<file path="src/rtl/dm_pkg.sv">
// Shared types for the data-memory copy arbiter: copy FSM states and memory sizing.
package dm_pkg;
  localparam int DM_ADDRESS_DEF = 9;
  localparam int DM_WORDS       = 2**DM_ADDRESS_DEF;

  typedef enum logic [1:0] {IDLE, RD, WR, DONE} cp_state_t;
endpackage

</file>
<file path="src/rtl/dm_copy_seq.sv">
// Block-copy sequencer: one word at a time through a single buffer register,
// walking offsets downward when the destination overlaps the source tail.
module dm_copy_seq
  import dm_pkg::*;
#(
  parameter int DM_ADDRESS = DM_ADDRESS_DEF,
  parameter int DATA_W     = 32
) (
  input  logic                  clk,
  input  logic                  rst_n,
  input  logic                  start,
  input  logic [31:0]           src_in,
  input  logic [31:0]           dst_in,
  input  logic [31:0]           len_in,
  input  logic                  grant,
  input  logic [DATA_W-1:0]     mem_rd,
  output logic [DM_ADDRESS-1:0] addr,
  output logic                  re,
  output logic                  we,
  output logic [DATA_W-1:0]     wd,
  output logic                  busy,
  output logic                  done,
  output logic                  err
);
  localparam int AW1 = DM_ADDRESS + 1;
  localparam logic [31:0] WORDS = 32'(2**DM_ADDRESS);

  cp_state_t state, nstate;
  logic [DM_ADDRESS-1:0] src_q, dst_q, off_q;
  logic [AW1-1:0]        rem_q;
  logic                  desc_q, err_q;
  logic [DATA_W-1:0]     buf_q;

  logic [AW1-1:0] len_c, src_w, dst_w, end_w, lm1;
  logic           desc_c;
  logic           unused_hi;

  assign unused_hi = ^{src_in[31:DM_ADDRESS], dst_in[31:DM_ADDRESS]};

  // Overlap test is done unwrapped so a copy across the top of memory runs ascending.
  assign len_c  = (len_in > WORDS) ? WORDS[AW1-1:0] : len_in[AW1-1:0];
  assign src_w  = {1'b0, src_in[DM_ADDRESS-1:0]};
  assign dst_w  = {1'b0, dst_in[DM_ADDRESS-1:0]};
  assign end_w  = src_w + len_c;
  assign desc_c = (src_w < dst_w) && (dst_w < end_w);
  assign lm1    = len_c - 1'b1;

  always_comb begin
    nstate = state;
    case (state)
      IDLE: if (start) nstate = (len_c == '0) ? DONE : RD;
      RD:   if (grant) nstate = WR;
      WR:   if (grant) nstate = (rem_q == AW1'(1)) ? DONE : RD;
      DONE: nstate = IDLE;
      default: nstate = IDLE;
    endcase
  end

  always_ff @(posedge clk or negedge rst_n) begin
    if (!rst_n) begin
      state  <= IDLE;
      src_q  <= '0;
      dst_q  <= '0;
      off_q  <= '0;
      rem_q  <= '0;
      desc_q <= 1'b0;
      buf_q  <= '0;
      err_q  <= 1'b0;
    end else begin
      state <= nstate;
      err_q <= start && (state != IDLE);
      case (state)
        IDLE: if (start) begin
          src_q  <= src_in[DM_ADDRESS-1:0];
          dst_q  <= dst_in[DM_ADDRESS-1:0];
          rem_q  <= len_c;
          desc_q <= desc_c;
          off_q  <= desc_c ? lm1[DM_ADDRESS-1:0] : '0;
        end
        RD: if (grant) buf_q <= mem_rd;
        WR: if (grant) begin
          rem_q <= rem_q - 1'b1;
          off_q <= desc_q ? off_q - 1'b1 : off_q + 1'b1;
        end
        default: ;
      endcase
    end
  end

  assign addr = (state == WR) ? dst_q + off_q : src_q + off_q;
  assign re   = (state == RD);
  assign we   = (state == WR);
  assign wd   = buf_q;
  assign busy = (state != IDLE);
  assign done = (state == DONE);
  assign err  = err_q;
endmodule

</file>
<file path="src/rtl/dm_copy_arbiter.sv">
// Single-port data memory arbiter: CPU load/store has priority, the copy engine
// is forced through after STARVE_MAX consecutive denials.
module dm_copy_arbiter
  import dm_pkg::*;
#(
  parameter int DM_ADDRESS = DM_ADDRESS_DEF,
  parameter int DATA_W     = 32,
  parameter int STARVE_MAX = 4
) (
  input  logic                  clk,
  input  logic                  rst_n,
  input  logic                  cpu_re,
  input  logic                  cpu_we,
  input  logic [DM_ADDRESS-1:0] cpu_addr,
  input  logic [DATA_W-1:0]     cpu_wd,
  output logic [DATA_W-1:0]     cpu_rd,
  output logic                  cpu_stall,
  input  logic                  cp_start,
  input  logic [31:0]           cp_src,
  input  logic [31:0]           cp_dst,
  input  logic [31:0]           cp_len,
  output logic                  cp_busy,
  output logic                  cp_done,
  output logic                  cp_err,
  output logic [DM_ADDRESS-1:0] mem_addr,
  output logic                  mem_re,
  output logic                  mem_we,
  output logic [DATA_W-1:0]     mem_wd,
  input  logic [DATA_W-1:0]     mem_rd
);
  localparam int SW = $clog2(STARVE_MAX + 1);

  logic [SW-1:0]         starve_cnt;
  logic                  cpu_req, cpu_gnt, cp_act, cp_gnt;
  logic [DM_ADDRESS-1:0] seq_addr;
  logic                  seq_re, seq_we;
  logic [DATA_W-1:0]     seq_wd;

  dm_copy_seq #(.DM_ADDRESS(DM_ADDRESS), .DATA_W(DATA_W)) u_seq (
    .clk    (clk),
    .rst_n  (rst_n),
    .start  (cp_start),
    .src_in (cp_src),
    .dst_in (cp_dst),
    .len_in (cp_len),
    .grant  (cp_gnt),
    .mem_rd (mem_rd),
    .addr   (seq_addr),
    .re     (seq_re),
    .we     (seq_we),
    .wd     (seq_wd),
    .busy   (cp_busy),
    .done   (cp_done),
    .err    (cp_err)
  );

  assign cpu_req   = cpu_re | cpu_we;
  assign cp_act    = seq_re | seq_we;
  assign cpu_gnt   = cpu_req && (starve_cnt < SW'(STARVE_MAX));
  assign cp_gnt    = cp_act && !cpu_gnt;
  assign cpu_stall = cpu_req && !cpu_gnt;

  always_ff @(posedge clk or negedge rst_n) begin
    if (!rst_n)                starve_cnt <= '0;
    else if (!cp_act || cp_gnt) starve_cnt <= '0;
    else                       starve_cnt <= starve_cnt + 1'b1;
  end

  // Write wins when the CPU asserts both strobes, so no read data is returned.
  always_comb begin
    mem_addr = '0;
    mem_re   = 1'b0;
    mem_we   = 1'b0;
    mem_wd   = '0;
    cpu_rd   = '0;
    if (cpu_gnt) begin
      mem_addr = cpu_addr;
      mem_we   = cpu_we;
      mem_re   = cpu_re & ~cpu_we;
      mem_wd   = cpu_wd;
      cpu_rd   = (cpu_re & ~cpu_we) ? mem_rd : '0;
    end else if (cp_gnt) begin
      mem_addr = seq_addr;
      mem_re   = seq_re;
      mem_we   = seq_we;
      mem_wd   = seq_wd;
    end
  end
endmodule

</file>
<file path="config.mk">
export PLATFORM = sky130hd
export DESIGN_NAME = dm_copy_arbiter
export DESIGN_NICKNAME = d
export VERILOG_FILES = /design/src/rtl/dm_pkg.sv /design/src/rtl/dm_copy_seq.sv /design/src/rtl/dm_copy_arbiter.sv
export SDC_FILE = /design/constraint.sdc
export NUM_CORES = 1
export LEC_CHECK = 0
export BUFFER_PORTS_ARGS = -buffer_cell sky130_fd_sc_hd__buf_2
export CAP_MARGIN = 0
export CORE_ASPECT_RATIO = 2
export CORE_MARGIN = 3
export CORE_UTILIZATION = 53
export CTS_BUF_LIST = sky130_fd_sc_hd__clkbuf_8 sky130_fd_sc_hd__clkbuf_16
export CTS_CLUSTER_DIAMETER = 80
export CTS_CLUSTER_SIZE = 8
export DETAILED_ROUTE_END_ITERATION = 6
export GPL_ROUTABILITY_DRIVEN = 0
export PLACE_DENSITY = 0.86
export SLEW_MARGIN = 40
export SYNTH_ARGS = -nofsm -noshare
export SYNTH_HDL_FRONTEND = slang
export SYNTH_SLANG_ARGS = --single-unit
</file>
<file path="constraint.sdc">
create_clock -name clk -period 5.05 [get_ports clk]
set_input_delay 0.2525 -clock clk [delete_from_list [all_inputs] [get_ports clk]]
set_output_delay 0.2525 -clock clk [all_outputs]
set_load 0.005 [all_outputs]
</file>
Word level (Yosys, flattened, before mapping). Index checks and enable logic that the tools add are counted.

Flip-flop bits (word level): 76. Input bits: 174. Output and inout bits: 79. Logic and storage cells: 75.

$add $sub $neg: 8. Order comparisons: 4. Equal/unequal tests: 7. Mux-type cells: 27. Bitwise gates (word level): 4. Reductions and logical operators: 16.

Operator list (number): 32-bit two-way mux (4); 9-bit two-way mux (7); 32-bit by 10-bit > comparator with 1-bit output, second input constant (1); 10-bit two-way mux (3); 10-bit case mux with 2 select lines (1); 9-bit adder (2); 9-bit case mux with 2 select lines (1); 9-bit by 1-bit subtractor with 9-bit output, second input constant (2); 9-bit by 10-bit adder with 10-bit output (1); 10-bit by 1-bit == test with 1-bit output, second input constant (1); 10-bit logical NOT (1); 9-bit by 10-bit < comparator with 1-bit output (1); 2-bit two-way mux (5); 10-bit by 1-bit subtractor with 10-bit output, second input constant (1); 9-bit by 1-bit adder with 9-bit output, second input constant (1); 9-bit < comparator (1); 2-bit case mux with 4 select lines (1); 2-bit inequality test, second input constant (3); 3-bit AND reduction (2); 1-bit logical AND (5); 2-bit == test, second input constant (2); 1-bit two-way mux (4); 2-bit AND reduction (2); 2-bit nonzero test (2); other kinds (10) (12).

Depth between registers and ports, before layout. Gate-level depths: netlist (run 1).

Depth in word-level cells: 8. Depth in mapped cells: 23. Mapped depth without buffers: 22.

By module. From an unflattened synthesis (run 1), not the netlist that was laid out.

Cell total of the unflattened synthesis: 707. Area total of the unflattened synthesis: 6120.9 µm².

Modules (own cells, without submodules): dm_copy_seq (instances 1, cells each 518, area each 4823.4 µm², sequential area each 1826.8 µm²); dm_copy_arbiter (instances 1, cells each 189, area each 1297.5 µm², sequential area each 75.1 µm²).

Worst setup path after synthesis (run 1). OpenSTA, ideal clock, no wires.

Kind: input to register. Start: input cp_len[2]. End: register u_seq.off_q[4]. Library setup time: 144 ps. Data arrival time: 4239 ps. Required time: 4906 ps. Slack: 667 ps. Stages: 22. Path buffers: 1. Path through: or3_4 or4_4 o41ai_4 and2_1 buf_4 nand2_1 inv_2 ha_1 inv_1 fa_1 nor2b_1 o21ai_0 nand2b_1 a21o_1 a21o_1 a31oi_1 xor2_1 ha_1 o2111ai_1 o21ai_0 a21o_1 o221ai_1.

Word-level cells in the longest chain between the ends: 8. Elaborated cells on any way between the ends: 9. Classes of those cells: add/sub (2); order compare (2); mux (4); reduce/logical (1).

Ends and longest elaborated chain: start: declaration (RTL line dm_copy_arbiter.sv:21) `input logic [31:0] cp_len,`; 32-bit by 10-bit > comparator with 1-bit output (RTL line dm_copy_seq.sv:41) `assign len_c = (len_in > WORDS) ? WORDS[AW1-1:0] : len_in[AW1-1:0];`; 10-bit two-way mux * (RTL line dm_copy_seq.sv:41); 9-bit by 10-bit adder with 10-bit output (RTL line dm_copy_seq.sv:44) `assign end_w = src_w + len_c;`; 9-bit by 10-bit < comparator with 1-bit output (RTL line dm_copy_seq.sv:45) `assign desc_c = (src_w < dst_w) && (dst_w < end_w);`; 1-bit logical AND (RTL line dm_copy_seq.sv:45); 9-bit two-way mux * (RTL line dm_copy_seq.sv:78) `off_q <= desc_c ? lm1[DM_ADDRESS-1:0] : '0;`; 9-bit two-way mux * (RTL line dm_copy_seq.sv:73) `IDLE: if (start) begin`; 9-bit case mux with 2 select lines * (RTL line dm_copy_seq.sv:72) `case (state)`; end signal: assignment (RTL line dm_copy_seq.sv:78); end signal: assignment (RTL line dm_copy_seq.sv:83) `off_q <= desc_q ? off_q - 1'b1 : off_q + 1'b1;`; end: declaration (RTL line dm_copy_seq.sv:29) `logic [DM_ADDRESS-1:0] src_q, dst_q, off_q;`.

Mark *: on every way between the ends. The rest lies on a longest branch, timed or not. The select of a mux whose other input is x is not followed. A chain may end at the register's enable or synchronous reset.

Worst setup path in the final report (run 1).
Start: input cp_len[2]. End: register u_seq.off_q[8].

The elaborated chain is that of the path after synthesis.

==> results.yml, run 1 <==
outcome:
  status: "finished, final reports clean"
floorplanning:
  die_area_um2: 12300
  pin_count: 253
  die_width_um: 80.0
  row_count: 53
  core-area_um2: 10600
  start_util_pct: 54.7
  die_y_um: 154
timing:
  tightest_slew_ns: 0.696
  rsz0062_at_grt: "false"
  setup_viol: 0
  finalHoldViolations: 0
  max_freq_mhz: 214
  setup_ws_ns: 0.376
  slew_violations: 0
  period_minus_slack_ns: 4.67
  tns_ns: 0
  slew-limit-headroom_pct: 53.3
  finClkSkew_ns: 0.00938
  fin_crit_sh_pct: 92.6
synth:
  yosysWarningCount: 0
  synthesis.nets: 904
  synth_area_leaders: "dfrtp_1, ha_1, mux2_2, nand2_1, o21ai_0"
  synth_area_per_cell_um2: 8.58
  synth_edf_count: 0
  synthCells: 677
  ys_async_sr_fraction_pct: 100
  synth.top_cell.area_share_pct: 32.8
  synth_area_leader_cell: "dfrtp_1"
  synth.distinct_cells: 55
  syn_area_um2: 5810
  seq_area_frac_synth_pct: 32.8
  synth_seq_cells: 76
  synth_flop_cell: "dfrtp_1"
route:
  num_vias: 5714
  wl_per_cell_um: 16.3
  drcViolationCount: 0
  wirelength_um: 16600
  drt_pass1_iterations: 4
  viasPerCell: 5.64
  drt_iter0_markers: 168
  ant_nets: 0
final_layout:
  area_delta_synth_final_pct: 25.0
  final_area_um2: 7260
  fillers: 903
  final_util_pct: 68.4
  drive_gt1_share_pct: 33.0
  num-nets-final: 1099
hold_path:
  hp-class: "input pin to flop"
global_routing:
  grt_overflow_total: 0
  track_usage_pct: 26.9
  grt_first_pass_wirelength_um: 25800
  grt_max_degree: 80
  antenna_found_initial: 1
  grt_pass1_vias: 5638
clocking:
  root_buffer: "clkbuf_16"
  cts_sinks: 76
  worst_skew_pair.late_latency_ns: 0.33
  cts_buffer_depth: 2
  cts_buffers: 9
  postCtsSetupBuffers: 0
  path_clk_slew_ns: 0.06
  h-tree-depth: 3
  tritoncts: "yes"
power:
  p_leak_nw: 3.72
  fin_total_pwr_mw: 3.62
  p_per_area_nw_per_um2: 499
  ir_worst_vdd_mv: 0.243
critical_path:
  slowest_stage: "or4_4"
  path_common_cell: "a21o_1"
  critPathArrivalTime_ns: 4.86
  critPathRequiredTime_ns: 5.23
  worstPathCellList: "buf_2 > or3_4 > or4_4 > o41ai_4 > and2_2 > nand2_1 > inv_2 > ha_1 > inv_1 > fa_1 > nor2b_1 > o21ai_0 > nand2b_1 > a21o_1 > a21o_1 > a31oi_1 > xor2_1 > ha_1 > o2111ai_1 > o21ai_0 > buf_4 > a21o_1 > o221ai_1"
  endpoint_kind: "flop"
  cpPeakStageDelay_ns: 0.47
  crit_family: "compound AO/OA/AOI/OAI gates"
  crit_buf_inv: 4
  crit_fanout: 7
  cp-start-kind: "input pin"
  worstSetupPathType: "input pin to flop"
placement:
  dpl_worst_slack_ns: 0.0271
  hpwl_um: 13300
  io_buffers: 206
  placed_area_um2: 6970
job:
  cap_violations: 0
-- cell usage in the layout, fill, tap and decap left out, types with 5 or more instances in the layout --
cell type / n
and2_1: 34
xor2_1: 8
nor2_1: 25
mux2_2: 50
a211oi_1: 8
nor2b_1: 9
clkbuf_16: 9
buf_2: 205
or3_1: 6
xnor2_1: 13
nand3_1: 5
and3_1: 9
nand2_1: 107
a21o_1: 10
o21ai_0: 73
buf_4: 8
o21ai_1: 12
nor4_1: 6
ha_1: 50
a21oi_1: 29
nor3_1: 13
dfrtp_1: 76
nand2b_1: 12
inv_1: 32
-- worst reg2reg max path: stages (launching register included) --
cell and delay [ns]:
dfrtp_1 0.40, inv_1 0.13, ha_1 0.39, buf_4 0.42, inv_1 0.34, o21ai_1 0.21
buf_4 0.30, or3_1 0.17, a21o_1 0.23, o221ai_1 0.16
-- what timing repair did --
action                                 in CTS  in global routing
setup endpoints to repair                   0                  4
gates resized for setup                     0                  1
hold buffers                                1                  0
endpoints found under the hold margin      76                  0
-- path summary, 6_finish.rpt --
check                      slack, ns  depth (start not counted)      startpoint             end
setup reg to reg                2.17                          9  u_seq.state[0]  u_seq.off_q[8]
max in group asynchronous       4.02                          2           rst_n  u_seq.off_q[8]
min in group asynchronous       0.54                          2           rst_n    u_seq.wd[24]
setup / recovery                0.38                         23       cp_len[2]  u_seq.off_q[8]
hold reg to reg                 0.44                          1   starve_cnt[0]   starve_cnt[0]
hold / removal                  0.17                          2      mem_rd[22]    u_seq.wd[22]
-- synthesized netlist by cell type (all sizes together), types with 2 or more instances --
cell and count:
nand2b 12, nor2 26, nand3 5, nand4 2, o31ai 2, o21ai 86, o41ai 5, or4 3
buf 7, inv 31, a21o 10, nand3b 2, o21a 3, fa 3, o2111ai 2, xnor2 13
a22o 2, o22ai 4, a31oi 4, dfrtp 76, or3 7, mux2 50, nor4 7, xor2 8
or2 3, and3 9, a22oi 3, o22a 2, ha 50, nor3 13, clkbuf 24, nand2 108
a211oi 8, nor2b 9, o221ai 2, and2 35, a21oi 29, mux2i 3
-- flip-flops by register name, indices dropped and copies added, names as in the netlist --
register      count
u_seq.desc_q      1
u_seq.off_q       9
u_seq.wd         32
u_seq.src_q       9
starve_cnt        3
u_seq.rem_q      10
u_seq.err         1
u_seq.dst_q       9
u_seq.state       2
-- metrics by stage --
step | hold WS [ns] | std cells
floorplan | -0.0431 | 677
global placement | 0.426 | 997
detailed placement | 0.324 | 997
CTS | 0.157 | 1012
global route | 0.165 | 1013
finish | 0.169 | 1013
-- power by group --
group | total [mW] | leakage [nW] | internal [mW] | switching (mW)
clock | 0.597 | 0.144 | 0.371 | 0.226
combinational | 1.93 | 2.65 | 0.879 | 1.05
sequential | 1.09 | 0.928 | 0.895 | 0.198
total | 3.62 | 3.72 | 2.15 | 1.47
-- kinds of logic (layout without fill, tap and decap cells) --
family | after synthesis | after routing | synth area share (%)
mux | 53 | 53 | 10.2
compound gates | 170 | 170 | 17.7
flops | 76 | 76 | 32.8
simple gates | 242 | 242 | 20.3
xor+xnor | 21 | 21 | 3.17
fa+ha+maj | 53 | 53 | 11.8
buf+inv | 62 | 260 | 4.07
other cells | 0 | 1 | 0
-- routing by layer --
layer  track usage (%)  vias to the layer above  share of wire (%)
li1                  -                     2779                  -
met3              4.98                       56                8.0
met1              24.2                     2614                 32
met5                 0                        -                  0
met2              50.9                      265                 54
met4              18.8                        0                6.5
-- cell type report --
cell class | count | area (um2) | area share, %
Antenna cell | 1 | 2.50 | 0.0345
Clock buffer | 9 | 225 | 3.10
Clock inverter | 5 | 47.5 | 0.655
Inverter | 31 | 116 | 1.60
Multi-Input combinational cell | 539 | 3680 | 50.8
Sequential cell | 76 | 1900 | 26.2
Tap cell | 137 | 171 | 2.36
Timing Repair Buffer | 215 | 1110 | 15.3
No activity file was read; power rests on OpenSTA's default activity.
==> run 2, diff against run 1 <==
--- a/config.mk
+++ b/config.mk
@@ -8,7 +8,7 @@
 export BUFFER_PORTS_ARGS = -buffer_cell sky130_fd_sc_hd__buf_2
 export CAP_MARGIN = 0
 export CORE_ASPECT_RATIO = 2
-export CORE_MARGIN = 3
+export CORE_MARGIN = 1.5
 export CORE_UTILIZATION = 53
 export CTS_BUF_LIST = sky130_fd_sc_hd__clkbuf_8 sky130_fd_sc_hd__clkbuf_16
 export CTS_CLUSTER_DIAMETER = 80
@@ -16,6 +16,7 @@
 export DETAILED_ROUTE_END_ITERATION = 6
 export GPL_ROUTABILITY_DRIVEN = 0
 export PLACE_DENSITY = 0.86
+export REMOVE_ABC_BUFFERS = 1
 export SLEW_MARGIN = 40
 export SYNTH_ARGS = -nofsm -noshare
 export SYNTH_HDL_FRONTEND = slang
==> run 2 against run 1 <==
  * Final area increased by 0.88%
  * Wire length about the same
  * Combinational power is essentially flat
  * Via count increased by 0.37%
  * Maximum frequency rose by 2.2%
  * Critical path type unchanged
  * Largest cell class unchanged
  * Highest routed layer unchanged
==> results.yml, run 2 (synthesis results as in run 1) <==
timing:
  hold_ws_ns: 0.162
  setup_viol: 0
  finClkSkew_ns: 0.00937
  max_freq_mhz: 219
  tightest_slew_ns: 0.707
  finalHoldViolations: 0
  tns_ns: 0
  period_minus_slack_ns: 4.58
  rsz0062_at_grt: "false"
  slew_violations: 0
  fin_crit_sh_pct: 90.6
  slew-limit-headroom_pct: 52.8
critical_path:
  worstSetupPathType: "input pin to flop"
  endpoint_kind: "flop"
  slowest_stage: "or4_4"
  reg2reg_slack_ns: 2.33
  critPathArrivalTime_ns: 4.83
  crit_buf_inv: 2
  critPathRequiredTime_ns: 5.30
  cp-start-kind: "input pin"
  crit_family: "compound AO/OA/AOI/OAI gates"
  crit_fanout: 6
  cpPeakStageDelay_ns: 0.47
  worstPathCellList: "buf_2 > or3_4 > or4_4 > o41ai_4 > buf_4 > and3_1 > ha_1 > and2_1 > a221oi_1 > nand2_1 > a21o_1 > a21oi_1 > xor2_1 > ha_1 > a21o_1 > a21oi_1 > o21ai_1 > a311oi_1 > o21ai_0 > a31oi_1"
route:
  ant_nets: 0
  drt_pass1_iterations: 4
  wirelength_um: 16600
  wl_per_cell_um: 16.3
  num_vias: 5735
  viasPerCell: 5.64
  drcViolationCount: 0
  drt_iter0_markers: 249
power:
  p_leak_nw: 3.76
  p_comb_share_pct: 52.5
  p_clk_share_pct: 18.2
  pwr-share-seq_pct: 29.3
  ir_worst_vdd_mv: 0.260
  p_sw_mw: 1.51
  switching_share_pct: 40.5
  p_per_area_nw_per_um2: 508
  p_int_mw: 2.22
floorplanning:
  start_util_pct: 54.7
  row_count: 53
  pin_count: 253
  die_width_um: 77.0
  die_y_um: 151
  die_area_um2: 11600
  core-area_um2: 10600
final_layout:
  diodes: 0
  largest_reg_flops: 32
  final_util_pct: 69.0
  layout_commonest_cell: "buf_2"
  area_delta_synth_final_pct: 26.1
  layout_common_cells: "buf_2, nand2_1, dfrtp_1, o21ai_0"
  num-nets-final: 1102
  drive_gt1_share_pct: 33.4
clocking:
  cts_buffers: 9
  worst_skew_pair.late_latency_ns: 0.34
  h-tree-depth: 3
  cts_sinks: 76
  path_clk_slew_ns: 0.06
  cts_buffer_depth: 2
  tritoncts: "yes"
  root_buffer: "clkbuf_16"
outcome:
  status: "finished, final reports clean"
global_routing:
  grt_first_pass_wirelength_um: 26100
  grt_max_degree: 80
  grt_overflow_total: 0
  track_usage_pct: 29.1
  antenna_found_initial: 0
  grt_pass1_vias: 5410
placement:
  hpwl_um: 13100
  io_buffers: 206
hold_path:
  hp-class: "input pin to flop"
job:
  cap_violations: 0
==> run 2: final cells by class <==
cell class                      instances  area (um2)
Fill cell                             847        3290
Sequential cell                        76        1900
Timing Repair Buffer                  218        1130
Multi-Input combinational cell        539        3680
Clock buffer                           10         239
Clock inverter                          6        78.8
Tap cell                              137         171
Inverter                               31         116
==> run 2: metrics by stage <==
step                      cell area [um2]  total power [mW]  setup slack, ns  std cells
after floorplan                      5690              2.43            0.489        646
after global placement               6990              2.93            0.168       1000
after detailed placement             6990              3.01           0.0614       1000
after CTS                            7320              3.72            0.425       1017
after global routing                 7320              4.02           0.0148       1017
final                                7320              3.72            0.475       1017
==> run 2: what timing repair did <==
item,in CTS,in global routing
gates resized for setup,0,1
hold buffers,1,0
endpoints found under the hold margin,76,0
setup buffers,0,0
endpoints found under the setup margin,0,2
==> run 2: final timing paths <==
kind,from,to,cells after the start
setup / recovery,cp_len[2],u_seq.off_q[5],20
hold / removal,mem_rd[3],u_seq.wd[3],2
setup reg to reg,u_seq.state[1],u_seq.off_q[8],9
hold reg to reg,starve_cnt[0],starve_cnt[0],1
max in group asynchronous,rst_n,u_seq.dst_q[7],2
min in group asynchronous,rst_n,u_seq.wd[20],2
==> run 2: worst reg2reg max path: cells and delay by family, from the launching register on <==
| family | cells | cell delay [ns] |
|---|---|---|
| flip-flops | 1 | 0.38 |
| adder cells (fa/ha/maj) | 1 | 0.28 |
| AO/OA/AOI/OAI | 3 | 0.53 |
| buffers and inverters | 3 | 0.70 |
| AND/OR/NAND/NOR | 2 | 0.72 |
==> run 2: power by group through the flow <==
stage	Clock (mW)	Combinational, mW	Sequential (mW)
finish	0.678	1.96	1.09
global route	0.714	2.19	1.12
CTS	0.686	1.95	1.08
detailed placement	0	1.92	1.09
global placement	0	1.86	1.07
floorplan	0	1.40	1.03
==> run 2: metal layers <==
layer	vias to the layer above	part of all wire (%)	GRT usage (%)
met3	51	7.7	5.06
met1	2607	36	30.8
met2	293	50	53.6
met4	0	5.4	16.6
li1	2784	-	-
met5	-	0	0
==> run 3, diff against run 2 <==
--- a/config.mk
+++ b/config.mk
@@ -9,13 +9,13 @@
 export CAP_MARGIN = 0
 export CORE_ASPECT_RATIO = 2
 export CORE_MARGIN = 1.5
-export CORE_UTILIZATION = 53
+export CORE_UTILIZATION = 44
 export CTS_BUF_LIST = sky130_fd_sc_hd__clkbuf_8 sky130_fd_sc_hd__clkbuf_16
 export CTS_CLUSTER_DIAMETER = 80
 export CTS_CLUSTER_SIZE = 8
 export DETAILED_ROUTE_END_ITERATION = 6
 export GPL_ROUTABILITY_DRIVEN = 0
-export PLACE_DENSITY = 0.86
+export PLACE_DENSITY = 0.76
 export REMOVE_ABC_BUFFERS = 1
 export SLEW_MARGIN = 40
 export SYNTH_ARGS = -nofsm -noshare
==> constraint.sdc (replaced) <==
create_clock -name clk -period 3.8 [get_ports clk]
set_input_delay 0.19 -clock clk [delete_from_list [all_inputs] [get_ports clk]]
set_output_delay 0.19 -clock clk [all_outputs]
set_load 0.05 [all_outputs]
==> run 3 against run 2 <==
  * Critical endpoint is now u_seq.off_q[4]
  * Sequential share of layout area fell by 1.7 points
  * Setup slack worse by 0.67 ns
  * Non-clock buffer count up 44
  * Final area increased by 7.1%
  * Die area rose by 20%
  * Final cell count increased by 5.8%
  * The run now ends with negative setup slack left
==> results.yml, run 3 (synthesis results as in run 1) <==
route:
  drt_iter0_markers: 196
  ant_nets: 0
  drcViolationCount: 0
  num_vias: 5838
  drt_pass1_iterations: 4
  wl_per_cell_um: 15.6
  viasPerCell: 5.43
  wirelength_um: 16800
timing:
  tightest_slew_ns: 0.719
  fin_crit_sh_pct: 105
  setup_ws_ns: -0.199
  finClkSkew_ns: 0.00726
  slew-limit-headroom_pct: 52.1
  period_minus_slack_ns: 4.00
  setup_viol: 9
  rsz0062_at_grt: "true"
  slew_violations: 0
  finalHoldViolations: 0
  max_freq_mhz: 250
final_layout:
  num-nets-final: 1146
  drive_gt1_share_pct: 38.9
  layout_common_cells: "buf_2, nand2_1, dfrtp_1, o21ai_0, buf_4"
  fillers: 1179
  final_area_um2: 7840
  area_delta_synth_final_pct: 35.1
  diodes: 0
  layout_commonest_cell: "buf_2"
  largest_reg_flops: 32
clocking:
  root_buffer: "clkbuf_16"
  worst_skew_pair.late_latency_ns: 0.33
  h-tree-depth: 3
  cts_buffer_depth: 2
  path_clk_slew_ns: 0.06
  cts_buffers: 9
  cts_sinks: 76
  tritoncts: "yes"
critical_path:
  crit_fanout: 6
  critPathArrivalTime_ns: 4.24
  cpPeakStageDelay_ns: 0.44
  slowest_stage: "or4_4"
  critPathRequiredTime_ns: 4.04
  endpoint_kind: "flop"
  worstPathCellList: "buf_6 > or3_4 > or4_4 > o41ai_4 > and3_1 > ha_1 > and2_1 > a221oi_2 > nand2_1 > a21o_1 > a21oi_2 > xor2_1 > ha_1 > a21o_1 > a21oi_2 > o21ai_4 > buf_4 > a21o_4 > o221ai_2"
  worstSetupPathType: "input pin to flop"
  cp-start-kind: "input pin"
power:
  p_int_mw: 3.15
  p_clk_share_pct: 18.8
  ir_worst_vdd_mv: 0.487
  p_sw_mw: 2.43
  p_leak_nw: 4.02
  switching_share_pct: 43.6
  pwr-share-seq_pct: 25.9
  p_per_area_nw_per_um2: 711
  p_comb_share_pct: 55.3
placement:
  hpwl_um: 13300
  dpl_worst_slack_ns: -0.764
  io_buffers: 206
  placed_area_um2: 7300
floorplanning:
  core-area_um2: 12900
  pin_count: 253
  row_count: 59
  die_width_um: 84.2
  die_y_um: 165
  die_area_um2: 13900
  start_util_pct: 44.9
global_routing:
  grt_first_pass_wirelength_um: 26600
  grt_max_degree: 80
  track_usage_pct: 24.0
  grt_overflow_total: 0
  antenna_found_initial: 0
  use_met3_pct: 2.93
  grtUsageMet2_pct: 48.0
  grt_pass1_vias: 5793
  met1_usage_pct: 22.7
  busiest_layer: "met2"
job:
  cap_violations: 0
outcome:
  violations: "negative setup slack"
  status: "finished, violations left"
hold_path:
  hp-class: "input pin to flop"
[run 3: repair_timing]
| item | CTS | global route |
|---|---|---|
| hold buffers | 1 | 0 |
| pin swaps | 9 | 5 |
| gates cloned | 0 | 0 |
| endpoints found under the setup margin | 11 | 12 |
| resized for setup | 22 | 13 |
| setup buffers | 3 | 4 |
| hold endpoints to repair | 76 | 0 |
[run 3: power by group through the flow]
stage	logic, mW	registers, mW	clock network (mW)
detailed placement	3.01	1.45	0
floorplan	2.26	1.38	0
finish	3.09	1.45	1.05
CTS	3.05	1.44	1.06
global placement	2.95	1.43	0
global route	3.45	1.50	1.09
[run 3: final cells by class]
type | count | area, um2 | share of cell area (%)
inverter | 31 | 116 | 1.48
clock buffer | 10 | 239 | 3.05
timing repair buffer | 262 | 1470 | 18.7
sequential | 76 | 1900 | 24.2
clock inverter | 6 | 128 | 1.63
multi-input combinational | 539 | 3800 | 48.5
tap | 152 | 190 | 2.42
[run 3: metrics by stage]
step | hold WS, ns | std cells | util [%] | power (mW) | setup TNS, ns
2_1_floorplan | -0.106 | 646 | - | 3.65 | -32.71
3_3_place_gp | 0.394 | 1053 | 56.4 | 4.37 | -5.39
3_5_place_dp | 0.269 | 1053 | 56.5 | 4.46 | -6.58
4_1_cts | 0.0917 | 1072 | 60.0 | 5.55 | -0.964
5_1_grt | 0.100 | 1076 | 60.7 | 6.04 | -3.48
6_report | 0.101 | 1076 | 60.7 | 5.58 | -1.27
[run 3: critical path, delay by kind of cell]
family	cells	cell delay, ns
buf+inv	2	0.24
fa+ha+maj	2	0.51
simple gates	5	1.34
compound gates	9	1.78
xor+xnor	1	0.16
[run 3: layer usage]
layer  share of wire [%]  up-vias  routed length, um
met5                   0        -                  0
li1                    -     2860                  -
met3                 5.0       54                839
met2                  56      222               9350
met1                  34     2702               5680
met4                 5.4        0                902
[run 3: path summary, 6_finish.rpt]
check / startpoint / endpoint / slack [ns] / depth (start not counted)
max: cp_len[2] / u_seq.off_q[4] / -0.20 / 19
min: mem_rd[5] / u_seq.wd[5] / 0.10 / 2
max reg2reg: u_seq.state[0] / u_seq.off_q[4] / 0.98 / 10
min reg2reg: starve_cnt[0] / starve_cnt[0] / 0.44 / 1
max in group asynchronous: rst_n / u_seq.dst_q[5] / 2.84 / 2
min in group asynchronous: rst_n / u_seq.wd[29] / 0.44 / 2
